[config.mk]
export PLATFORM = sky130hd
export DESIGN_NAME = battle_board
export DESIGN_NICKNAME = d
export VERILOG_FILES = /design/src/rtl/battle_pkg.sv /design/src/rtl/board_bank.sv /design/src/rtl/battle_board.sv
export SDC_FILE = /design/constraint.sdc
export NUM_CORES = 1
export LEC_CHECK = 0
export ABC_AREA = 1
export CORE_MARGIN = 5
export CORE_UTILIZATION = 35
export CTS_BUF_LIST = sky130_fd_sc_hd__clkbuf_8 sky130_fd_sc_hd__clkbuf_16
export CTS_CLUSTER_SIZE = 25
export DETAILED_ROUTE_END_ITERATION = 6
export MAX_ROUTING_LAYER = met4
export SETUP_SLACK_MARGIN = 0.02
export SLEW_MARGIN = 15
export SYNTH_ARGS = -nofsm -noshare
export SYNTH_HDL_FRONTEND = slang
export SYNTH_SLANG_ARGS = --single-unit
[constraint.sdc]
create_clock -name clk -period 4.4 [get_ports clk]
set_input_delay 0.66 -clock clk [delete_from_list [all_inputs] [get_ports clk]]
set_output_delay 0.66 -clock clk [all_outputs]
set_load 0.01 [all_outputs]
[src/rtl/battle_pkg.sv]
// battle_pkg: shared cell, shot-result and phase types for the battleship board store
package battle_pkg;
  typedef enum logic [1:0] {EMPTY = 2'b00, SHIP = 2'b01, HIT = 2'b10, MISS = 2'b11} cell_t;
  typedef enum logic [1:0] {PLACE = 2'd0, BATTLE = 2'd1, OVER = 2'd2, CLEAR = 2'd3} phase_t;
  localparam logic [1:0] RES_NONE = 2'b00;
  localparam logic [1:0] RES_HIT  = 2'b10;
  localparam logic [1:0] RES_MISS = 2'b11;
  function automatic logic in_bounds(input int x, input int y, input int w, input int h);
    return x < w && y < h;
  endfunction
endpackage

[src/rtl/board_bank.sv]
// board_bank: one board of cells with a write port, combinational probe port, registered read port and row clear
module board_bank
  import battle_pkg::*;
#(
  parameter int W  = 10,
  parameter int H  = 10,
  parameter int CW = 4
) (
  input  logic          clk,
  input  logic          rst,
  input  logic          wr_en,
  input  logic [CW-1:0] wr_x,
  input  logic [CW-1:0] wr_y,
  input  cell_t         wr_data,
  input  logic [CW-1:0] rm_x,
  input  logic [CW-1:0] rm_y,
  output cell_t         rm_code,
  input  logic [CW-1:0] rd_x,
  input  logic [CW-1:0] rd_y,
  output cell_t         rd_code,
  input  logic          clr_en,
  input  logic [CW-1:0] clr_row
);
  cell_t cells [H][W];
  always_comb rm_code = in_bounds(int'(rm_x), int'(rm_y), W, H) ? cells[rm_y][rm_x] : EMPTY;
  always_ff @(posedge clk) begin
    if (rst) begin
      for (int r = 0; r < H; r++)
        for (int c = 0; c < W; c++)
          cells[r][c] <= EMPTY;
      rd_code <= EMPTY;
    end else begin
      if (clr_en)
        for (int c = 0; c < W; c++)
          cells[clr_row][c] <= EMPTY;
      else if (wr_en)
        cells[wr_y][wr_x] <= wr_data;
      rd_code <= in_bounds(int'(rd_x), int'(rd_y), W, H) ? cells[rd_y][rd_x] : EMPTY;
    end
  end
endmodule

[src/rtl/battle_board.sv]
// battle_board: two-board battleship store with placement, shot resolution, marking and phase control
module battle_board
  import battle_pkg::*;
#(
  parameter int BOARD_W   = 10,
  parameter int BOARD_H   = 10,
  parameter int MAX_SHIPS = 10,
  parameter int CW        = 4,
  localparam int NW       = $clog2(MAX_SHIPS + 1)
) (
  input  logic          clk,
  input  logic          rst,
  input  logic          place_req,
  input  logic [CW-1:0] place_x,
  input  logic [CW-1:0] place_y,
  output logic          place_done,
  output logic          place_ok,
  input  logic          start_req,
  input  logic          shot_req,
  input  logic [CW-1:0] shot_x,
  input  logic [CW-1:0] shot_y,
  output logic          shot_done,
  output logic [1:0]    shot_result,
  input  logic          mark_req,
  input  logic [CW-1:0] mark_x,
  input  logic [CW-1:0] mark_y,
  input  logic [1:0]    mark_code,
  input  logic          new_game,
  input  logic [CW-1:0] rd_host_x,
  input  logic [CW-1:0] rd_host_y,
  input  logic [CW-1:0] rd_guest_x,
  input  logic [CW-1:0] rd_guest_y,
  output logic [1:0]    host_code,
  output logic [1:0]    guest_code,
  output logic [NW-1:0] ship_count,
  output logic [NW-1:0] hits_taken,
  output logic [1:0]    phase,
  output logic          fleet_sunk
);
  localparam logic [NW-1:0] MAX_CNT = NW'(MAX_SHIPS);
  localparam logic [CW-1:0] LAST_ROW = CW'(BOARD_H - 1);
  phase_t phase_q, phase_d;
  logic [CW-1:0] clr_row;
  logic [CW-1:0] h_x, h_y;
  cell_t host_rm, guest_rm, host_rd, guest_rd, h_data;
  logic place_go, shot_go, mark_go, start_go, clr_en;
  always_comb begin
    h_x      = phase_q == PLACE ? place_x : shot_x;
    h_y      = phase_q == PLACE ? place_y : shot_y;
    place_go = phase_q == PLACE && place_req && in_bounds(int'(place_x), int'(place_y), BOARD_W, BOARD_H)
               && host_rm == EMPTY && ship_count < MAX_CNT;
    shot_go  = phase_q == BATTLE && shot_req && in_bounds(int'(shot_x), int'(shot_y), BOARD_W, BOARD_H)
               && (host_rm == EMPTY || host_rm == SHIP);
    mark_go  = phase_q == BATTLE && mark_req && mark_code[1]
               && in_bounds(int'(mark_x), int'(mark_y), BOARD_W, BOARD_H);
    start_go = phase_q == PLACE && start_req && ship_count == MAX_CNT;
    h_data   = place_go ? SHIP : host_rm == SHIP ? HIT : MISS;
    clr_en   = phase_q == CLEAR;
    phase_d  = phase_q == PLACE  ? (start_go ? BATTLE : PLACE)
             : phase_q == BATTLE ? (hits_taken == MAX_CNT ? OVER : BATTLE)
             : phase_q == OVER   ? (new_game ? CLEAR : OVER)
             :                     (clr_row == LAST_ROW ? PLACE : CLEAR);
  end
  always_ff @(posedge clk) begin
    if (rst) begin
      phase_q     <= PLACE;
      ship_count  <= '0;
      hits_taken  <= '0;
      clr_row     <= '0;
      place_done  <= 1'b0;
      place_ok    <= 1'b0;
      shot_done   <= 1'b0;
      shot_result <= RES_NONE;
    end else begin
      phase_q     <= phase_d;
      place_done  <= place_req;
      place_ok    <= place_go;
      shot_done   <= shot_req;
      shot_result <= !shot_go ? RES_NONE : host_rm == SHIP ? RES_HIT : RES_MISS;
      if (phase_q == OVER && new_game) begin
        ship_count <= '0;
        hits_taken <= '0;
        clr_row    <= '0;
      end else begin
        if (place_go) ship_count <= ship_count + 1'b1;
        if (shot_go && host_rm == SHIP) hits_taken <= hits_taken + 1'b1;
        if (clr_en) clr_row <= clr_row + 1'b1;
      end
    end
  end
  board_bank #(.W(BOARD_W), .H(BOARD_H), .CW(CW)) u_host (
    .clk(clk), .rst(rst),
    .wr_en(place_go | shot_go), .wr_x(h_x), .wr_y(h_y), .wr_data(h_data),
    .rm_x(h_x), .rm_y(h_y), .rm_code(host_rm),
    .rd_x(rd_host_x), .rd_y(rd_host_y), .rd_code(host_rd),
    .clr_en(clr_en), .clr_row(clr_row)
  );
  board_bank #(.W(BOARD_W), .H(BOARD_H), .CW(CW)) u_guest (
    .clk(clk), .rst(rst),
    .wr_en(mark_go), .wr_x(mark_x), .wr_y(mark_y), .wr_data(cell_t'(mark_code)),
    .rm_x(mark_x), .rm_y(mark_y), .rm_code(guest_rm),
    .rd_x(rd_guest_x), .rd_y(rd_guest_y), .rd_code(guest_rd),
    .clr_en(clr_en), .clr_row(clr_row)
  );
  assign host_code  = host_rd;
  assign guest_code = guest_rd;
  assign phase      = phase_q;
  assign fleet_sunk = hits_taken == MAX_CNT;
endmodule

==> flow_metrics.tcl <==
set metrics [dict create \
    yosys_warnings 0 \
    ys.flop_type "edfxtp_1" \
    slowest_stage "dfxtp_1" \
    synthCells 3941 \
    r2r_setup_slack_ns 0.35 \
    status "complete, but fails checks" \
    max_stage_delay_ns 0.41 \
    dp_hpwl_um 70660 \
    async_flop_share_pct 0 \
    nets 4087 \
    vias 29739 \
    critPathArrivalTime_ns 4.39 \
    hold_path_class "reg2reg" \
    seq_area_frac_synth_pct 57.39 \
    routed_wl_um 108900 \
    clock_path_buffers 3 \
    io_pins 69 \
    grt_setup_unrepaired "false" \
    grt_pass1_wl_um 166600 \
    setup_viol 0 \
    synth_edf_count 640 \
    yosysMostFrequentCell "nor2_1" \
    max_slew.worst_pin.slew_ns 0.9444 \
    port_buffers 68 \
    numCtsBuffers 71 \
    maxCapViolCount 0 \
    grt_max_degree 164 \
    cp_max_fo 29 \
    worstSetupPathType "reg2reg" \
    diodes 0 \
    h-tree-depth 3 \
    ys_seq_elements 663 \
    place.gp.congestion 0.9439 \
    ir_drop_mv 0.2606 \
    fin_skew_ns 0.02387 \
    drc 13 \
    dieArea_um2 104300 \
    core_region_area_um2 96990 \
    fin_crit_sh_pct 91.98 \
    antenna_found_initial 0 \
    synth.top_cell.area_share_pct 56.05 \
    cts_tree "done" \
    vias_per_cell 5.543 \
    antenna_left 0 \
    hold_slack_ns 0.5119 \
    die_height_um 323 \
    violations "design-rule violations" \
    cts.sinks 663 \
    synth_cell_types 48 \
    syn_area_um2 34290 \
    syn-num-nets 3996 \
    wl_per_cell_um 20.30 \
    post-place-cells 5233 \
    drv_slew 0 \
    synthToLayoutAreaGrowth_pct 16.89 \
    drt_iter0_drc 3268 \
    worst_ep_required_time_ns 4.74 \
    path_common_cell "nand2_1" \
    die_x_um 323 \
    yosys-top-cells-count "888 x nor2_1, 878 x nand2_1, 640 x edfxtp_1" \
    rows 114 \
    cts.reportedPaths.clkPinSlew_ns 0.06 \
    cp-start-kind "register" \
    fin_crit_ns 4.047 \
    powerDensity_nw_per_um2 383.7 \
    grt_overflow_total 0 \
    drive_above_1_share_pct 10.54 \
    start_util_pct 35.35 \
    grt_pass1_vias 28852 \
    synth_top_area_cell "edfxtp_1" \
    finalHoldViolCount 0 \
    clk_latency_ns 0.65 \
    final_cells 5365 \
    syn_avg_cell_area_um2 8.701 \
    max_slew_margin_pct 37.04 \
    firstDrtPassIters 7 \
    fmax_mhz 247.1 \
    grt_usage_pct 21.06 \
    setup_tns_ns 0 \
    worst_setup_path_end_kind "register" \
    critPathTopFamily "simple AND/OR/NAND/NOR gates" \
    root_buffer "clkbuf_16" \
    critPathBufInv 8 \
    p_leak_nw 14.25 \
    synth.area.top_cells "edfxtp_1 56%, nor2_1 9.7%, nand2_1 9.6%, nand3_1 6.0%, o21ai_0 4.9%" \
]
[layout by cell type, fill, tap and decap left out, types with 22 or more instances in the layout]
| cell | instances |
|---|---|
| a21oi_1 | 37 |
| buf_12 | 50 |
| buf_4 | 220 |
| clkbuf_16 | 72 |
| clkdlybuf4s50_1 | 64 |
| dfxtp_1 | 22 |
| edfxtp_1 | 640 |
| inv_1 | 124 |
| nand2_1 | 873 |
| nand3_1 | 414 |
| nor2_1 | 884 |
| o21ai_0 | 337 |
| o221ai_1 | 63 |
| o22ai_1 | 95 |
[area by class of cell]
class	count	area (um2)
fill	9498	56910
multi-input combinational	2842	12840
sequential	663	19680
timing repair buffer	336	3303
clock buffer	73	1815
tap	1276	1597
inverter	118	452.9
clock inverter	57	394.1
[timing repair]
item | 4_1_cts | 5_1_grt
buffers inserted | 0 | 2
gates resized for setup | 0 | 4
hold buffers | 0 | 0
endpoints found under the setup margin | 0 | 439
[worst reg2reg max path: stages, from the launching register on]
cell and delay, ns:
dfxtp_1 0.41, nor2_4 0.05, buf_12 0.15, buf_4 0.15, nand2_1 0.05, o21a_1 0.23, buf_4 0.24, nor2_1 0.06
buf_4 0.18, buf_12 0.14, nand2_1 0.05, nand2_1 0.05, inv_1 0.05, nand2_1 0.05, nand2_1 0.07, nand2_1 0.06
o21ai_1 0.16, nand3_2 0.20, buf_4 0.21, nand2_1 0.08, nand2_2 0.11, nand3_1 0.08, nand2_1 0.16, nor2_4 0.18
buf_12 0.22, nand3_1 0.21, nand2_1 0.16
[registers in the layout, indices dropped and copies added (netlist names)]
signal           count
clr_row              4
hits_taken           4
phase                2
place_done           1
place_ok             1
ship_count           4
shot_done            1
shot_result          2
u_guest.cells      320
u_guest.rd_code      2
u_host.cells       320
u_host.rd_code       2
[power by group]
group          switching (mW)  internal [mW]  total (mW)
Clock                    2.54           3.24        5.78
Combinational            1.68          0.834        2.51
Sequential             0.0652           7.02        7.09
Total                    4.28           11.1        15.4
[through the flow]
| stage | power, mW | util [%] | setup slack, ns | cell area, um2 |
|---|---|---|---|---|
| finish | 15.38 | 41.32 | 0.3528 | 40080 |
| global route | 15.91 | 41.32 | 0.04122 | 40080 |
| CTS | 15.42 | 41.28 | 0.03194 | 40040 |
| detailed placement | 9.680 | 39.00 | -0.2221 | 37830 |
| global placement | 9.677 | 39.00 | -0.1808 | 37830 |
| floorplan | 8.604 | - | 0.7520 | 34290 |
[final timing paths]
path / startpoint / endpoint / depth (start not counted)
setup reg to reg: phase[1] / u_host.cells[7][19] / 26
hold reg to reg: ship_count[3] / ship_count[3] / 2
setup / recovery: phase[1] / u_host.cells[7][19] / 26
hold / removal: ship_count[3] / ship_count[3] / 2
[routing by layer]
metal / share of wire [%] / track usage (%) / vias to the layer above / wire length (um)
met1: 39 / 26.01 / 14370 / 42790
li1: - / - / 13762 / -
met5: 0 / - / - / 0
met4: 4.8 / 9.794 / 0 / 5204
met3: 8.0 / 3.272 / 260 / 8696
met2: 48 / 34.22 / 1347 / 52200
[cell families after synthesis]
group / share of synthesized area [%]
adder cells (fa/ha/maj): 0.2189
flip-flops: 57.39
AO/OA/AOI/OAI: 10.14
AND/OR/NAND/NOR: 26.81
buffers and inverters: 5.441
(Power assumes the default switching activity.)
